<file path="config.mk">
export PLATFORM = sky130hd
export DESIGN_NAME = uart_data_rx_flat
export DESIGN_NICKNAME = d
export VERILOG_FILES = /design/src/rtl/uart_data_rx_if.sv /design/src/rtl/uart_data_rx.sv /design/src/flat_wrapper.sv
export SDC_FILE = /design/constraint.sdc
export NUM_CORES = 1
export LEC_CHECK = 0
export CAP_MARGIN = 20
export CORE_MARGIN = 2
export CORE_UTILIZATION = 35
export DETAILED_ROUTE_END_ITERATION = 10
export SETUP_SLACK_MARGIN = 0.5
export SYNTH_ARGS = -nofsm -noshare
export SYNTH_HDL_FRONTEND = slang
export SYNTH_SLANG_ARGS = --single-unit
</file>
<file path="constraint.sdc">
create_clock -name clk -period 4.2 [get_ports clk]
set_clock_uncertainty 0.15 [all_clocks]
set_input_delay 0.84 -clock clk [delete_from_list [all_inputs] [get_ports clk]]
set_output_delay 0.84 -clock clk [all_outputs]
set_load 0.005 [all_outputs]
</file>
<file path="src/rtl/uart_data_rx_if.sv">
// uart_data_rx_if: serial line, baud select and word-side outputs of the
// multi-byte UART receiver. The receiver uses the slave modport; the
// driving side (line driver / consumer) uses the master modport.
interface uart_data_rx_if #(
    parameter int DATA_WIDTH = 32
);
    logic                  uart_rx;
    logic [2:0]            baud_set;
    logic [DATA_WIDTH-1:0] data;
    logic                  rx_done;
    logic                  frame_error;
    logic                  uart_state;

    modport master (
        output uart_rx, baud_set,
        input  data, rx_done, frame_error, uart_state
    );

    modport slave (
        input  uart_rx, baud_set,
        output data, rx_done, frame_error, uart_state
    );
endinterface

</file>
<file path="src/rtl/uart_data_rx.sv">
// uart_data_rx: 8N1 UART receiver that assembles DATA_WIDTH/8 consecutive
// bytes into one word and strobes rx_done when the word completes.
// Optional macro UART_DATA_RX_TIMEOUT_EN: discards a partial word after
// 16 bit times of inter-byte idle and reports it on frame_error.
module uart_data_rx #(
    parameter int DATA_WIDTH = 32,
    parameter int MSB_FIRST  = 0,
    parameter int CLK_FREQ   = 50_000_000
) (
    input logic          clk,
    input logic          reset,
    uart_data_rx_if.slave bus
);
    localparam int NBYTES = DATA_WIDTH / 8;
    localparam int BCW    = (NBYTES > 1) ? $clog2(NBYTES) : 1;
    localparam int DIV0   = CLK_FREQ / 9600;
    localparam int DIV1   = CLK_FREQ / 19200;
    localparam int DIV2   = CLK_FREQ / 38400;
    localparam int DIV3   = CLK_FREQ / 57600;
    localparam int DIV4   = CLK_FREQ / 115200;
    localparam int CW     = $clog2(DIV0 + 1);

    typedef enum logic [2:0] {
        S_IDLE,
        S_START,
        S_DATA,
        S_STOP,
        S_WAIT_HIGH
    } state_t;

    state_t                state, state_nx;
    logic                  rx_meta, rx_sync, rx_prev;
    logic                  fall;
    logic [2:0]            baud_sel;
    logic [CW-1:0]         baud_div;
    logic [CW-1:0]         baud_cnt;
    logic                  half_hit, full_hit;
    logic [2:0]            bit_cnt;
    logic [7:0]            shreg;
    logic [BCW-1:0]        byte_cnt;
    logic [BCW-1:0]        slot;
    logic                  last_byte;
    logic [DATA_WIDTH-1:0] asm_q;
    logic [DATA_WIDTH-1:0] word_nx;
    logic                  start_det, start_bad, start_ok;
    logic                  bit_smp, stop_ok, stop_bad;
    logic                  timeout;

    // Two-flop synchroniser plus history flop for falling-edge detection
    always_ff @(posedge clk) begin
        if (reset) begin
            rx_meta <= 1'b1;
            rx_sync <= 1'b1;
            rx_prev <= 1'b1;
        end else begin
            rx_meta <= bus.uart_rx;
            rx_sync <= rx_meta;
            rx_prev <= rx_sync;
        end
    end

    assign fall = rx_prev & ~rx_sync;

    // Divisor for the baud rate latched at this byte's start bit
    always_comb begin
        case (baud_sel)
            3'd0:    baud_div = CW'(DIV0);
            3'd1:    baud_div = CW'(DIV1);
            3'd2:    baud_div = CW'(DIV2);
            3'd3:    baud_div = CW'(DIV3);
            default: baud_div = CW'(DIV4);
        endcase
    end

    assign half_hit  = (baud_cnt == (baud_div >> 1) - 1'b1);
    assign full_hit  = (baud_cnt == baud_div - 1'b1);
    assign last_byte = (byte_cnt == BCW'(NBYTES - 1));
    assign slot      = (MSB_FIRST != 0) ? BCW'(NBYTES - 1) - byte_cnt : byte_cnt;

    // Byte FSM state register
    always_ff @(posedge clk) begin
        if (reset) state <= S_IDLE;
        else       state <= state_nx;
    end

    // Byte FSM next state and per-cycle sample strobes
    always_comb begin
        state_nx  = state;
        start_det = 1'b0;
        start_bad = 1'b0;
        start_ok  = 1'b0;
        bit_smp   = 1'b0;
        stop_ok   = 1'b0;
        stop_bad  = 1'b0;
        case (state)
            S_IDLE: begin
                if (fall) begin
                    start_det = 1'b1;
                    state_nx  = S_START;
                end
            end
            S_START: begin
                if (half_hit) begin
                    if (rx_sync) begin
                        start_bad = 1'b1;
                        state_nx  = S_IDLE;
                    end else begin
                        start_ok = 1'b1;
                        state_nx = S_DATA;
                    end
                end
            end
            S_DATA: begin
                if (full_hit) begin
                    bit_smp = 1'b1;
                    if (bit_cnt == 3'd7) state_nx = S_STOP;
                end
            end
            S_STOP: begin
                if (full_hit) begin
                    if (rx_sync) begin
                        stop_ok  = 1'b1;
                        state_nx = S_IDLE;
                    end else begin
                        stop_bad = 1'b1;
                        state_nx = S_WAIT_HIGH;
                    end
                end
            end
            S_WAIT_HIGH: begin
                if (rx_sync) state_nx = S_IDLE;
            end
            default: state_nx = S_IDLE;
        endcase
    end

    // Assembly register with the just-received byte dropped into its slot
    always_comb begin
        word_nx = asm_q;
        for (int i = 0; i < NBYTES; i++) begin
            if (BCW'(i) == slot) word_nx[i*8 +: 8] = shreg;
        end
    end

`ifdef UART_DATA_RX_TIMEOUT_EN
    logic [CW+3:0] to_cnt;
    logic          to_run;

    assign to_run  = (state == S_IDLE) && (byte_cnt != '0) && !fall;
    assign timeout = to_run && (to_cnt == {baud_div, 4'b0000} - 1'b1);

    // Inter-byte idle counter; any falling edge restarts it
    always_ff @(posedge clk) begin
        if (reset || !to_run || timeout) to_cnt <= '0;
        else                             to_cnt <= to_cnt + 1'b1;
    end
`else
    assign timeout = 1'b0;
`endif

    // Bit timing, byte shifting, word assembly and output strobes
    always_ff @(posedge clk) begin
        if (reset) begin
            baud_sel        <= 3'd0;
            baud_cnt        <= '0;
            bit_cnt         <= 3'd0;
            shreg           <= 8'h00;
            byte_cnt        <= '0;
            asm_q           <= '0;
            bus.data        <= '0;
            bus.rx_done     <= 1'b0;
            bus.frame_error <= 1'b0;
            bus.uart_state  <= 1'b0;
        end else begin
            bus.rx_done     <= 1'b0;
            bus.frame_error <= 1'b0;

            if (state == S_IDLE || start_ok || bit_smp) baud_cnt <= '0;
            else                                        baud_cnt <= baud_cnt + 1'b1;

            if (start_det) begin
                bit_cnt        <= 3'd0;
                baud_sel       <= bus.baud_set;
                bus.uart_state <= 1'b1;
            end

            if (start_bad && byte_cnt == '0) bus.uart_state <= 1'b0;

            if (bit_smp) begin
                shreg   <= {rx_sync, shreg[7:1]};
                bit_cnt <= bit_cnt + 1'b1;
            end

            if (stop_ok) begin
                if (last_byte) begin
                    bus.data       <= word_nx;
                    bus.rx_done    <= 1'b1;
                    byte_cnt       <= '0;
                    bus.uart_state <= 1'b0;
                end else begin
                    asm_q    <= word_nx;
                    byte_cnt <= byte_cnt + 1'b1;
                end
            end

            if (stop_bad || timeout) begin
                bus.frame_error <= 1'b1;
                byte_cnt        <= '0;
                bus.uart_state  <= 1'b0;
            end
        end
    end
endmodule

</file>
<file path="src/flat_wrapper.sv">
// flat-port wrapper written by rule: the top's interface ports become plain ports
module uart_data_rx_flat 
#(
    parameter int DATA_WIDTH = 32,
    parameter int MSB_FIRST  = 0,
    parameter int CLK_FREQ   = 50_000_000
)
  (clk, reset, bus_uart_rx, bus_baud_set, bus_data, bus_rx_done, bus_frame_error, bus_uart_state);
  uart_data_rx_if #(.DATA_WIDTH(DATA_WIDTH)) bus_i ();
  input logic clk;
  input logic reset;
  input wire logic [$bits(bus_i.uart_rx)-1:0] bus_uart_rx;
  input wire logic [$bits(bus_i.baud_set)-1:0] bus_baud_set;
  output wire logic [$bits(bus_i.data)-1:0] bus_data;
  output wire logic [$bits(bus_i.rx_done)-1:0] bus_rx_done;
  output wire logic [$bits(bus_i.frame_error)-1:0] bus_frame_error;
  output wire logic [$bits(bus_i.uart_state)-1:0] bus_uart_state;
  assign bus_i.uart_rx = bus_uart_rx;
  assign bus_i.baud_set = bus_baud_set;
  assign bus_data = bus_i.data;
  assign bus_rx_done = bus_i.rx_done;
  assign bus_frame_error = bus_i.frame_error;
  assign bus_uart_state = bus_i.uart_state;
  uart_data_rx #(.DATA_WIDTH(DATA_WIDTH), .MSB_FIRST(MSB_FIRST), .CLK_FREQ(CLK_FREQ)) u_core (.clk(clk), .reset(reset), .bus(bus_i));
endmodule
</file>
======== Yosys cells after proc, flatten, opt, wreduce, memory -nomap -nowiden ========
Index checks and enable logic that the tools add are counted.
word-level totals
  latch bits .............................. 0
  register bits ........................... 102
  output and inout port bits .............. 35
  RAM bits ................................ 0
  bits of input ports ..................... 6
  memory bits (read-only) ................. 0
  memories ................................ 0
operators by class
  shift-type cells ........................ 0
  equal/unequal tests ..................... 20
  $mul .................................... 0
  reductions and logical operators ........ 13
  muxes and demuxes ....................... 37
  div/mod/pow operators ................... 0
  $lt $le $gt $ge ......................... 0
  add/sub/neg operators ................... 5
  bitwise logic cells ..................... 4
operators with widths
  operator                                                              count
  13-bit one-hot mux with 4 select lines                                1
  8-bit two-way mux                                                     4
  3-bit two-way mux                                                     9
  13-bit == test                                                        2
  1-bit two-way mux                                                     20
  3-bit one-hot mux with 5 select lines                                 1
  13-bit by 1-bit adder with 13-bit output, second input constant       1
  12-bit by 1-bit subtractor with 13-bit output, second input constant  1
  13-bit by 1-bit subtractor with 13-bit output, second input constant  1
  3-bit by 2-bit == test with 1-bit output, second input constant       4
  2-bit by 1-bit != test with 1-bit output, second input constant       6
  3-bit by 1-bit == test with 1-bit output, second input constant       2
  3-bit == test, second input constant                                  2
  3-bit logical NOT                                                     2
  6-bit AND reduction                                                   1
  2-bit OR reduction                                                    3
  2-bit == test, first input constant                                   2
  2-bit two-way mux                                                     2
  2-bit AND reduction                                                   2
  3-bit by 1-bit adder with 3-bit output, second input constant         1
  1-bit NOT                                                             3
  2-bit by 1-bit adder with 2-bit output, second input constant         1
  1-bit by 2-bit == test with 1-bit output, first input constant        1
  2-bit == test, second input constant                                  1
  other kinds (5)                                                       6

======== Depth between registers and ports, before layout ========
  word-level depth ........................ 10
  depth in mapped cells ................... 14
  gate-level depth less buffers ........... 9

======== Least setup slack after synthesis ========
OpenSTA, ideal clock, no wires.
  path kind ............................... flip-flop to flip-flop
  start point ............................. reg u_core.baud_sel[2]
  end point ............................... reg u_core.bus.data[0]
  stages on the path, launching flop included .. 15
  path buffers ............................ 6
  arrival time ............................ 2930 ps
  setup slack ............................. 988 ps
  cell sequence ........................... dfxtp_1 -> buf_4 -> clkbuf_1 -> or2_2 -> ha_1 -> buf_2 -> xor2_1 -> a221oi_1 -> o221a_2 -> buf_4 -> or4_1 -> buf_2 -> buf_6 -> nand2_1 -> a21oi_1
on the way
  longest elaborated chain between the ends .. 7
  elaborated cells between the ends (all ways) .. 10
  those cells by class .................... 1 x add/sub; 4 x eq/ne; 3 x mux; 2 x reduce/logical
RTL lines
  item                                                                    RTL line               text
  start, declared                                                         uart_data_rx.sv:34     logic [2:0] baud_sel;
  start signal, assigned                                                  uart_data_rx.sv:183    baud_sel <= bus.baud_set;
  3-bit by 2-bit == test with 1-bit output, or another cell as far along  uart_data_rx.sv:66     case (baud_sel)
  13-bit one-hot mux with 4 select lines (*)                              uart_data_rx.sv:66
  13-bit by 1-bit subtractor with 13-bit output (*)                       uart_data_rx.sv:76     assign full_hit = (baud_cnt == baud_div - 1'b1);
  13-bit == test (*)                                                      uart_data_rx.sv:76
  1-bit two-way mux (*)                                                   uart_data_rx.sv:120    if (full_hit) begin
  1-bit two-way mux (*)                                                   uart_data_rx.sv:95     case (state)
  2-bit AND reduction (no line) (*)                                       --
  end signal, assigned                                                    uart_data_rx.sv:196    bus.data <= word_nx;
  end, declared                                                           uart_data_rx_if.sv:21  output data, rx_done, frame_error, uart_state
Every way passes the cells marked *; elsewhere a longest branch is shown, timed or not.
A chain may end at the register's enable or synchronous reset.

======== Worst setup path after layout ========
  start point ............................. reg u_core.baud_sel[0]
  end point ............................... reg u_core.asm_q[23]
on the way
  longest elaborated chain between the ends .. 7
  elaborated cells between the ends (all ways) .. 10
  those cells by class .................... 1 x add/sub; 4 x eq/ne; 3 x mux; 2 x reduce/logical
RTL lines
  item                                                                    RTL line             text
  3-bit by 2-bit == test with 1-bit output, or another cell as far along  uart_data_rx.sv:66
  13-bit one-hot mux with 4 select lines (*)                              uart_data_rx.sv:66
  13-bit by 1-bit subtractor with 13-bit output (*)                       uart_data_rx.sv:76
  13-bit == test (*)                                                      uart_data_rx.sv:76
  1-bit two-way mux (*)                                                   uart_data_rx.sv:120
  1-bit two-way mux (*)                                                   uart_data_rx.sv:95
  2-bit AND reduction (no line) (*)                                       --
  end signal, assigned                                                    uart_data_rx.sv:201  asm_q <= word_nx;
  end, declared                                                           uart_data_rx.sv:43   logic [DATA_WIDTH-1:0] asm_q;
Marks and branches as above.

==> flow_metrics.py <==
metrics = {
    "floorplan": {
        "core_um2": 12770,
        "rows": 41,
        "top_level_ports": 41,
        "die_y_um": 118.9,
        "die-area_um2": 14140,
        "initial_core_util_pct": 36.18,
        "dieWidth_um": 118.9,
    },
    "drt": {
        "ant_nets": 0,
        "dr_total_vias": 3592,
        "vias_per_cell": 4.982,
        "drc_errors": 0,
        "wl_per_cell_um": 13.77,
        "detailedRoute.firstPassIterationCount": 5,
        "dr.first_iter.drc_count": 150,
        "totalWireLength_um": 9926,
    },
    "synthesis": {
        "synth_top_flop_cell": "dfxtp_1",
        "synth_edf_count": 0,
        "syn_nets": 547,
        "syn_inst": 533,
        "synth-seq-cells": 94,
        "async_flop_share_pct": 0,
        "yosysWarningCount": 0,
        "synth_area_per_cell_um2": 8.672,
        "ys_types": 55,
        "syn_area_um2": 4622,
        "yosysSeqAreaShare_pct": 40.71,
    },
    "cts": {
        "ctsHoldBuffers": 0,
        "clkSlewWorstSetupHoldPaths_ns": 0.06,
        "htreeDepth": 3,
        "root_buffer": "clkbuf_16",
        "cts_tree": "built",
        "cts.path.max_buffers": 2,
        "worst_skew_pair.late_latency_ns": 0.34,
        "numCtsBuffers": 9,
        "cts_num_sinks": 94,
    },
    "grt": {
        "grt_max_degree": 72,
        "overflow": 0,
        "antenna_found_initial": 0,
        "grt_pass1_wl_um": 17030,
        "track_usage_pct": 14.79,
        "first_global_vias": 3385,
    },
    "layout": {
        "area_growth_pct": 16.92,
        "num_antenna_cells": 0,
        "drive_gt1_share_pct": 12.39,
        "nets": 558,
        "fin_util_pct": 42.31,
        "fill_cells": 1253,
    },
    "worst_setup_path": {
        "criticalPathCategory": "reg -> reg",
        "required_ns": 4.25,
        "critPathArrivalTime_ns": 3.44,
        "crit_fanout": 20,
        "worstSetupStartpoint": "u_core.baud_sel[0]$_SDFFE_PP0P_",
        "r2r_cells": 9,
        "crit_path_start_kind": "register",
        "critPathCaptureType": "register",
        "r2r_slack_ns": 0.82,
        "rr_endpoint": "u_core.asm_q[23]$_SDFFE_PP0P_",
        "worstSetupEndpoint": "u_core.asm_q[23]$_SDFFE_PP0P_",
        "r2r_start": "u_core.baud_sel[0]$_SDFFE_PP0P_",
    },
    "sta": {
        "holdWs_ns": 0.2698,
        "max_slew_margin_pct": 53.17,
        "rsz0062_at_grt": "false",
        "fin_crit_sh_pct": 80.56,
        "drv_slew": 0,
        "hold_viol": 0,
        "finalSetupTns_ns": 0,
        "finalSetupViolCount": 0,
        "setup_ws_ns": 0.8167,
        "finalCriticalPeriod_ns": 3.383,
        "worst_pin_slew_ns": 0.6972,
        "fmax_mhz": 295.6,
    },
    "outcome": {
        "outcome": "complete, no violations",
    },
    "placement": {
        "place_congestion": 0.8371,
        "io_buffers": 40,
        "hpwl_um": 6816,
        "pre_cts_slack_ns": 0.5529,
    },
    "worst_hold_path": {
        "min_path_cells": 1,
        "hp-class": "reg -> reg",
    },
    "power": {
        "p_leak_nw": 1.850,
        "vdd_ir_drop_max_uv": 194.1,
        "fin_total_pwr_mw": 1.852,
        "p_per_area_nw_per_um2": 342.8,
    },
    "job": {
        "drv_cap": 0,
    },
}
==> worst min path at each step <==
stage | startpoint | end
finish | u_core.rx_meta$_SDFF_PP1_ | u_core.rx_sync$_SDFF_PP1_
floorplan | u_core.rx_meta$_SDFF_PP1_ | u_core.rx_sync$_SDFF_PP1_
global placement | u_core.rx_meta$_SDFF_PP1_ | u_core.rx_sync$_SDFF_PP1_
detailed placement | u_core.rx_meta$_SDFF_PP1_ | u_core.rx_sync$_SDFF_PP1_
global route | u_core.rx_meta$_SDFF_PP1_ | u_core.rx_sync$_SDFF_PP1_
CTS | u_core.rx_meta$_SDFF_PP1_ | u_core.rx_sync$_SDFF_PP1_
==> worst max-delay path, cell delays in order (launching register included) <==
cell and delay (ns):
dfxtp_2 0.54, nor2_1 0.13, or2_2 0.29, ha_1 0.32, xor2_1 0.15, nand4_1 0.10, a2111o_1 0.53, nor4_4 0.72
mux2i_1 0.25, nor2_1 0.06
==> cell usage in the layout (no fill, tap or decap), types with 4 or more instances in the layout <==
cell             instances
dfxtp_1                 93
nand2_1                 81
nor2_1                  65
a21oi_1                 39
clkdlybuf4s50_1         39
mux2i_1                 36
mux2_2                  25
nand3_1                 12
buf_4                   12
xor2_1                   9
clkbuf_16                9
and3_1                   8
ha_1                     8
nor2b_1                  7
inv_1                    7
or2_2                    6
xnor2_1                  6
nand4_1                  6
or4_1                    5
nor3_1                   5
o21ai_0                  5
nand2b_1                 4
nor4_4                   4
==> cells in the mapped netlist, types with 5 or more instances <==
cell type	n	area share, %
dfxtp_1	94	41
nand2_1	81	6.6
nor2_1	65	5.3
a21oi_1	39	4.2
mux2i_1	36	7.8
mux2_2	25	6.1
clkbuf_1	21	1.7
buf_2	19	2.1
nand3_1	12	1.3
xor2_1	9	1.7
and3_1	8	1.1
ha_1	8	2.2
inv_1	7	0.57
nor2b_1	7	0.95
nand4_1	6	0.81
or2_2	6	0.81
xnor2_1	6	1.1
buf_4	5	0.81
nor3_1	5	0.54
o21ai_0	5	0.54
or4_1	5	0.81
==> cell families (layout without fill, tap and decap cells) <==
logic type,Yosys count,count (layout),share of synthesized area [%]
flip-flops,94,94,40.71
buffers and inverters,60,76,6.443
XOR/XNOR,15,15,2.843
AO/OA/AOI/OAI,70,70,9.746
AND/OR/NAND/NOR,225,225,24.20
adder cells (fa/ha/maj),8,8,2.166
multiplexers,61,61,13.89
==> layer usage <==
metal | GRT usage, % | vias up | part of all wire [%]
met5 | 0 | - | 0
met4 | 5.134 | 0 | 1.3
met3 | 3.496 | 11 | 3.2
met2 | 23.31 | 42 | 48
met1 | 19.78 | 1704 | 48
li1 | - | 1835 | -
==> area by class of cell <==
type | count | area, um^2 | area share (%)
Timing Repair Buffer | 53 | 505.5 | 9.354
Clock inverter | 6 | 93.84 | 1.737
Sequential cell | 94 | 1883 | 34.85
Inverter | 7 | 26.28 | 0.4862
Clock buffer | 10 | 229.0 | 4.237
Tap cell | 172 | 215.2 | 3.982
Multi-Input combinational cell | 379 | 2451 | 45.36
==> stage by stage <==
step                instance area, um^2  instances
finish                             5404        721
global route                       5404        721
CTS                                5383        720
detailed placement                 5060        704
global placement                   5060        704
floorplan                          4622        533
==> registers in the layout (all words and copies together), names as in the netlist <==
name	cells
u_core.bus.data	32
u_core.asm_q	24
u_core.baud_cnt	13
u_core.shreg	8
u_core.baud_sel	3
u_core.bit_cnt	3
u_core.state	3
u_core.byte_cnt	2
u_core.bus.frame_error	1
u_core.bus.rx_done	1
u_core.bus.uart_state	1
u_core.rx_meta	1
u_core.rx_prev	1
u_core.rx_sync	1
==> power breakdown <==
group          internal, mW  switching, mW
clock network         0.528          0.353
logic                0.0258         0.0426
registers             0.894        0.00793
==> what timing repair did <==
| item | CTS | global route |
|---|---|---|
| endpoints found under the setup margin | 0 | 66 |
| setup buffers | 0 | 1 |
| gates resized for setup | 0 | 1 |
Power figures use the tool's default switching activity.
